<file path="src/rtl/gerenciador_entrada_pkg.sv">
// pacote_es: shared state encoding and word constants for the stdin path
package pacote_es;
    typedef enum logic [1:0] {
        OCIOSO       = 2'd0,
        ESPERA_PRESS = 2'd1,
        PRONTO       = 2'd2,
        ESPERA_SOLTA = 2'd3
    } estado_t;
    localparam int LARG_PALAVRA = 32;
    localparam logic [7:0] CONTAGEM_MAX_LEITURAS = 8'hFF;
endpackage

</file>
<file path="src/rtl/gerenciador_entrada_debouncer.sv">
// debouncer_botao: 2-FF synchronizer, level debouncer and press-edge pulse for an active-low key
module debouncer_botao #(
    parameter int DEBOUNCE_CICLOS = 1000000
) (
    input  logic clk_rapido,
    input  logic reset,
    input  logic botao,
    output logic nivel,
    output logic pressao
);
    localparam int LARG_CONT = $clog2(DEBOUNCE_CICLOS);
    localparam logic [LARG_CONT-1:0] CONT_FIM = LARG_CONT'(DEBOUNCE_CICLOS - 1);
    logic [1:0] sinc;
    logic btn_s;
    logic [LARG_CONT-1:0] cont;
    assign btn_s = ~sinc[1];
    // the counter only runs while the synchronized key disagrees with the accepted level
    always_ff @(posedge clk_rapido) begin
        if (!reset) begin
            sinc    <= 2'b11;
            cont    <= '0;
            nivel   <= 1'b0;
            pressao <= 1'b0;
        end else begin
            sinc    <= {sinc[0], botao};
            pressao <= 1'b0;
            if (btn_s == nivel)
                cont <= '0;
            else if (cont == CONT_FIM) begin
                cont    <= '0;
                nivel   <= btn_s;
                pressao <= btn_s;
            end else
                cont <= cont + 1'b1;
        end
    end
endmodule

</file>
<file path="src/rtl/gerenciador_entrada.sv">
// gerenciador_entrada: stalls the processor on SwToReg until a debounced key press captures the switches
module gerenciador_entrada
    import pacote_es::*;
#(
    parameter int LARG_SW         = 10,
    parameter int DEBOUNCE_CICLOS = 1000000,
    parameter bit EXT_SINAL       = 1'b0
) (
    input  logic                    clk_rapido,
    input  logic                    reset,
    input  logic [LARG_SW-1:0]      sw,
    input  logic                    botao,
    input  logic                    SwToReg,
    input  logic                    avanco,
    output logic                    stall,
    output logic [LARG_PALAVRA-1:0] dado_stdin,
    output logic                    valido,
    output logic                    aguardando,
    output logic [7:0]              n_leituras
);
    estado_t estado, estado_prox;
    logic btn_d, pressao, captura, consumo;
    logic [LARG_PALAVRA-1:0] sw_ext;
    debouncer_botao #(.DEBOUNCE_CICLOS(DEBOUNCE_CICLOS)) u_debouncer (
        .clk_rapido(clk_rapido),
        .reset(reset),
        .botao(botao),
        .nivel(btn_d),
        .pressao(pressao)
    );
    assign sw_ext = EXT_SINAL ? {{(LARG_PALAVRA-LARG_SW){sw[LARG_SW-1]}}, sw}
                              : {{(LARG_PALAVRA-LARG_SW){1'b0}}, sw};
    // combinational so the very first SwToReg cycle already holds the PC
    assign stall      = SwToReg & (estado != PRONTO);
    assign valido     = estado == PRONTO;
    assign aguardando = estado == ESPERA_PRESS;
    always_comb begin
        estado_prox = estado;
        captura     = 1'b0;
        consumo     = 1'b0;
        case (estado)
            OCIOSO:       if (SwToReg) estado_prox = btn_d ? ESPERA_SOLTA : ESPERA_PRESS;
            ESPERA_SOLTA: if (!btn_d) estado_prox = ESPERA_PRESS;
            ESPERA_PRESS: begin
                if (!SwToReg)
                    estado_prox = OCIOSO;
                else if (pressao) begin
                    estado_prox = PRONTO;
                    captura     = 1'b1;
                end
            end
            PRONTO: begin
                if (avanco) begin
                    estado_prox = btn_d ? ESPERA_SOLTA : OCIOSO;
                    consumo     = 1'b1;
                end
            end
            default: estado_prox = OCIOSO;
        endcase
    end
    always_ff @(posedge clk_rapido) begin
        if (!reset) begin
            estado     <= OCIOSO;
            dado_stdin <= '0;
            n_leituras <= '0;
        end else begin
            estado <= estado_prox;
            if (captura)
                dado_stdin <= sw_ext;
            if (consumo)
                n_leituras <= (n_leituras == CONTAGEM_MAX_LEITURAS) ? 8'd0 : n_leituras + 1'b1;
        end
    end
endmodule

</file>
<file path="config.mk">
export PLATFORM = sky130hd
export DESIGN_NAME = gerenciador_entrada
export DESIGN_NICKNAME = d
export VERILOG_FILES = /design/src/rtl/gerenciador_entrada_pkg.sv /design/src/rtl/gerenciador_entrada_debouncer.sv /design/src/rtl/gerenciador_entrada.sv
export SDC_FILE = /design/constraint.sdc
export NUM_CORES = 1
export LEC_CHECK = 0
export BUFFER_PORTS_ARGS = -buffer_cell sky130_fd_sc_hd__clkbuf_2
export CAP_MARGIN = 20
export CORE_UTILIZATION = 56
export CTS_CLUSTER_DIAMETER = 30
export DETAILED_ROUTE_END_ITERATION = 12
export HOLD_SLACK_MARGIN = 0.08
export PLACE_DENSITY = 0.85
export SYNTH_ARGS = -nofsm -noshare
export SYNTH_HDL_FRONTEND = slang
export SYNTH_SLANG_ARGS = --single-unit
</file>
<file path="constraint.sdc">
create_clock -name clk_rapido -period 5.78 [get_ports clk_rapido]
set_input_delay 0 -clock clk_rapido [delete_from_list [all_inputs] [get_ports clk_rapido]]
set_output_delay 0 -clock clk_rapido [all_outputs]
set_load 0.01 [all_outputs]
</file>
# Yosys cells after proc, flatten, opt, wreduce, memory -nomap -nowiden

Index checks and enable logic that the tools add are counted.

Bits in registers: 44
Bits of input ports: 15
Output and inout bits: 43
Logic and storage cells: 44

Add/subtract/negate cells: 2
Equality and inequality tests: 11
Multiplexer cells: 14
Bitwise logic cells: 5
Reduce and logical (&&, ||, !) cells: 5

Operators with widths:

| cell                                                            | count |
|---|---|
| 20-bit by 1-bit adder with 20-bit output, second input constant | 1 |
| 20-bit == test, second input constant                           | 1 |
| 2-bit 2-to-1 mux                                                | 7 |
| 8-bit by 1-bit adder with 8-bit output, second input constant   | 1 |
| 8-bit == test, second input constant                            | 1 |
| 8-bit 2-to-1 mux                                                | 1 |
| 2-bit != test, second input constant                            | 4 |
| 2-bit one-hot mux with 4 select lines                           | 1 |
| 3-bit OR reduction                                              | 2 |
| 1-bit 2-to-1 mux                                                | 5 |
| 2-bit == test, second input constant                            | 2 |
| 1-bit inverter                                                  | 4 |
| 4-bit AND reduction                                             | 1 |
| 3-bit by 2-bit != test with 1-bit output, second input constant | 1 |
| 2-bit by 1-bit == test with 1-bit output, second input constant | 1 |
| 2-bit zero test                                                 | 1 |
| 2-bit AND reduction                                             | 1 |
| 1-bit bitwise AND                                               | 1 |
| 1-bit == test                                                   | 1 |

# Longest topological paths before layout

Word-level depth: 4
Depth in mapped cells: 6
Gate-level depth less buffers: 5

# By module

From an unflattened synthesis, not the netlist that was laid out.

Cell total of the unflattened synthesis: 250
Area total of the unflattened synthesis: 2180.8 sq um

By module, submodules not included:

| module              | times used | cells each | area an instance (sq um) | seq. area each (sq um) |
|---|---|---|---|---|
| debouncer_botao     | 1          | 115        | 1092.3                   | 480.5 |
| gerenciador_entrada | 1          | 135        | 1088.5                   | 400.4 |

# Worst setup path before layout

OpenSTA, ideal clock, no wires.

Kind: register to register
Start point: register u_debouncer.cont[8]
End point: register u_debouncer.cont[10]
Arrival: 1.883 ns
Path slack: 3.782 ns
Stages on the path, launching flop included: 7
Path buffers: 2
Cells stage by stage: dfxtp_1 buf_6 or4_1 or4_4 o21ai_4 buf_6 nor2_1

Word-level cells in the longest chain between the ends: 2

Ends and longest elaborated chain:

| element                                                                                          | RTL line                            | text |
|---|---|---|
| start: declaration                                                                               | gerenciador_entrada_debouncer.sv:15 | `logic [LARG_CONT-1:0] cont;` |
| start signal: assignment                                                                         | gerenciador_entrada_debouncer.sv:34 | `cont <= cont + 1'b1;` |
| parallel branches: the longest is 2 deep, another holds 20-bit by 1-bit adder with 20-bit output | n/a                                 |  |

Parallel ways; which one is timed is not known.
A chain may end at the register's enable or synchronous reset.

# Worst setup path in the final report

Same ends and word-level chain as after synthesis.

==> flow_summary.toml <==
[clock_network]
cts_num_sinks = 44
cts_inserted_buffers = 5
cts-root-buf = "clkbuf_8"
ctsResizeCount = 0
ctsHoldBuffers = 13
h-tree-depth = 2
cts_setup_buffers = 0
clk_latency_ns = 0.30
clock_path_buffers = 2
cts_tree = "built"
cts.clk_slew.worst_paths_ns = 0.08

[route]
routed-via-count = 1754
vias_per_cell = 5.10
antenna_left = 0
wl_per_cell_um = 11.8
wl_um = 4070
drt_iter0_markers = 137
drc = 0
dr.pass1.iters = 4

[final_layout]
seqCellArea_um2 = 881
area_growth_syn_to_layout_pct = 16.5
num-fill-cells = 295
diodes = 0
layout-drive-gt1-share = 0.162
multi_input_area_um2 = 1100
layout.nets = 312

[timing]
drv_slew = 0
fin_crit_ns = 2.12
setup-violations-final = 0
rsz0062_at_grt = "no"
finClkSkew_ns = 0.00619
maxSlewHeadroom = 0.592
worst_slew_pin_slew_ns = 0.607
totalNegativeSetupSlack_ns = 0
fmax_mhz = 471
min_period_over_period = 0.367
hold_violations = 0
layout_setup_ws_ns = 3.66

[status]
outcome = "complete, no violations"

[power_and_ir_drop]
irDropWorstVdd_uv = 149
p_leak_nw = 0.912
power_density_nw_per_um2 = 232

[setup_path]
reg2reg_from = "u_debouncer.cont[8]"
critical_path.max_fanout = 19
critPathLaunchType = "flip-flop"
r2r_cells = 4
crit_type = "flip-flop to flip-flop"
arrival_ns = 2.30
rrSetupSlack_ns = 3.66
startpoint = "u_debouncer.cont[8]"
required_ns = 5.95
r2r_end = "u_debouncer.cont[10]"
endpoint_kind = "flip-flop"

[synthesis]
synth.avg_cell_area_um2 = 8.64
synth_area_um2 = 2130
synth_xor_area_frac = 0.0862
synth_warnings = 0
synth_top_family_by_area = "simple AND/OR/NAND/NOR gates"
synthCells = 247
synth-adder-area-share = 0.0117
synth_cell_types = 40
synth_compound_area_frac = 0.0850
synth_seq_cells = 44
yosysSeqAreaShare = 0.413
async_flop_share = 0
synthMuxAreaShare = 0.00938
synth_ff_type = "dfxtp_1"
synth_simple_gate_area_frac = 0.284
synth_edf_count = 0

[place]
dp_slack_ns = 3.65
place.gp.congestion = 0.883
port_buffers = 35
dp_hpwl_um = 2530

[min_path]
hold_class = "input pin to flip-flop"
hp-start = "reset"
hold_path_end = "u_debouncer.sinc[1]"
min_path_cells = 2

[floorplan]
die_area_um2 = 4060
fp.coreArea_um2 = 3660
rows = 22
start_util = 0.583
fp.dieW_um = 63.7
fp.dieH_um = 63.7
pin_count = 58

[grt]
grt_pass1_vias = 1570
grt_pass1_wl_um = 6740
grt_usage = 0.216
grt_max_degree = 26
overflow = 0
antenna_found_initial = 0

[flow_run]
max_cap_violations = 0
## cell usage after synthesis, drive strengths merged (3+ instances only)
| master | n | share of area |
|---|---|---|
| nand3b | 3 | 0.011 |
| nor3b | 3 | 0.011 |
| a21boi | 11 | 0.039 |
| dfxtp | 44 | 0.41 |
| nand4 | 5 | 0.015 |
| nor2 | 22 | 0.039 |
| or4 | 4 | 0.016 |
| nand2b | 5 | 0.015 |
| nand3 | 10 | 0.023 |
| clkbuf | 5 | 0.0088 |
| xnor2 | 18 | 0.074 |
| nor3 | 3 | 0.0070 |
| xor2 | 3 | 0.012 |
| a21oi | 8 | 0.019 |
| nand2 | 33 | 0.058 |
| nor4 | 8 | 0.023 |
| o21ai | 3 | 0.012 |
| inv | 7 | 0.012 |
| buf | 24 | 0.088 |
| and2 | 5 | 0.015 |
## per-layer routing
layer	GRT usage	up-vias	wire, um
met5	0	-	0
met4	0.0938	0	59
met3	0.0815	6	174
met2	0.362	43	2050
met1	0.243	817	1790
li1	-	888	-
## stage by stage
step           cells  utilization  instance area, um^2  hold WS, ns  power, mW
2_1_floorplan    268            -                 2210        0.101      0.346
3_3_place_gp     322        0.612                 2240        0.197      0.344
3_5_place_dp     322        0.612                 2240        0.199      0.344
4_1_cts          343        0.677                 2480        0.132      0.581
5_1_grt          344        0.679                 2490        0.166      0.602
6_report         344        0.679                 2490        0.137      0.576
## worst max-delay path by stage
stage | end | cells past startpoint | slack, ns
global placement | u_debouncer.cont[11] | 4 | 3.72
CTS | u_debouncer.cont[10] | 4 | 3.64
detailed placement | u_debouncer.cont[10] | 4 | 3.65
finish | u_debouncer.cont[10] | 4 | 3.66
floorplan | u_debouncer.cont[10] | 6 | 3.78
global route | u_debouncer.nivel | 5 | 3.51
## area by class of cell
cell class / count / share of cell area
clock buffer: 6 / 0.0292
timing repair buffer: 49 / 0.126
tap: 48 / 0.0242
clock inverter: 2 / 0.0141
inverter: 7 / 0.0106
sequential: 44 / 0.354
multi-input combinational: 188 / 0.442
## power by group
part           internal (mW)  total (mW)  switching, mW
Clock                  0.128       0.231          0.103
Combinational         0.0172      0.0359         0.0188
Sequential             0.305       0.309        0.00388
## state kept, by name, indices dropped and copies added (netlist names)
register,cells
dado_stdin,10
estado,2
n_leituras,8
u_debouncer.cont,20
u_debouncer.nivel,1
u_debouncer.pressao,1
u_debouncer.sinc,2
## layout by cell type, fill, tap and decap left out, types with 3 or more instances in the layout
cell | Yosys | layout
nand2_1 | 33 | 33
inv_1 | 7 | 7
a21boi_0 | 11 | 11
clkbuf_8 | 0 | 5
nand2b_1 | 5 | 5
nand4_1 | 5 | 5
xor2_1 | 3 | 3
a21oi_1 | 8 | 8
nand3_1 | 10 | 10
and2_1 | 5 | 5
dlygate4sd3_1 | 0 | 13
nor4_1 | 8 | 8
clkbuf_2 | 0 | 35
nor2_1 | 22 | 22
dfxtp_1 | 44 | 44
nand3b_1 | 3 | 3
nor3_1 | 3 | 3
xnor2_1 | 18 | 18
or4_1 | 3 | 3
conb_1 | 1 | 22
nor3b_1 | 3 | 3
## worst max-delay path, stage by stage, from the launching register on
cell and delay [ns]:
dfxtp_1 0.37, or4_1 0.52, or4_4 0.57, o21ai_4 0.42
nor2_1 0.11
## cell families after synthesis
family / Yosys count
AO/OA/AOI/OAI: 26
XOR/XNOR: 21
adder cells (fa/ha/maj): 2
buffers and inverters: 36
flip-flops: 44
multiplexers: 2
other: 1
AND/OR/NAND/NOR: 115
(Power assumes the default switching activity.)
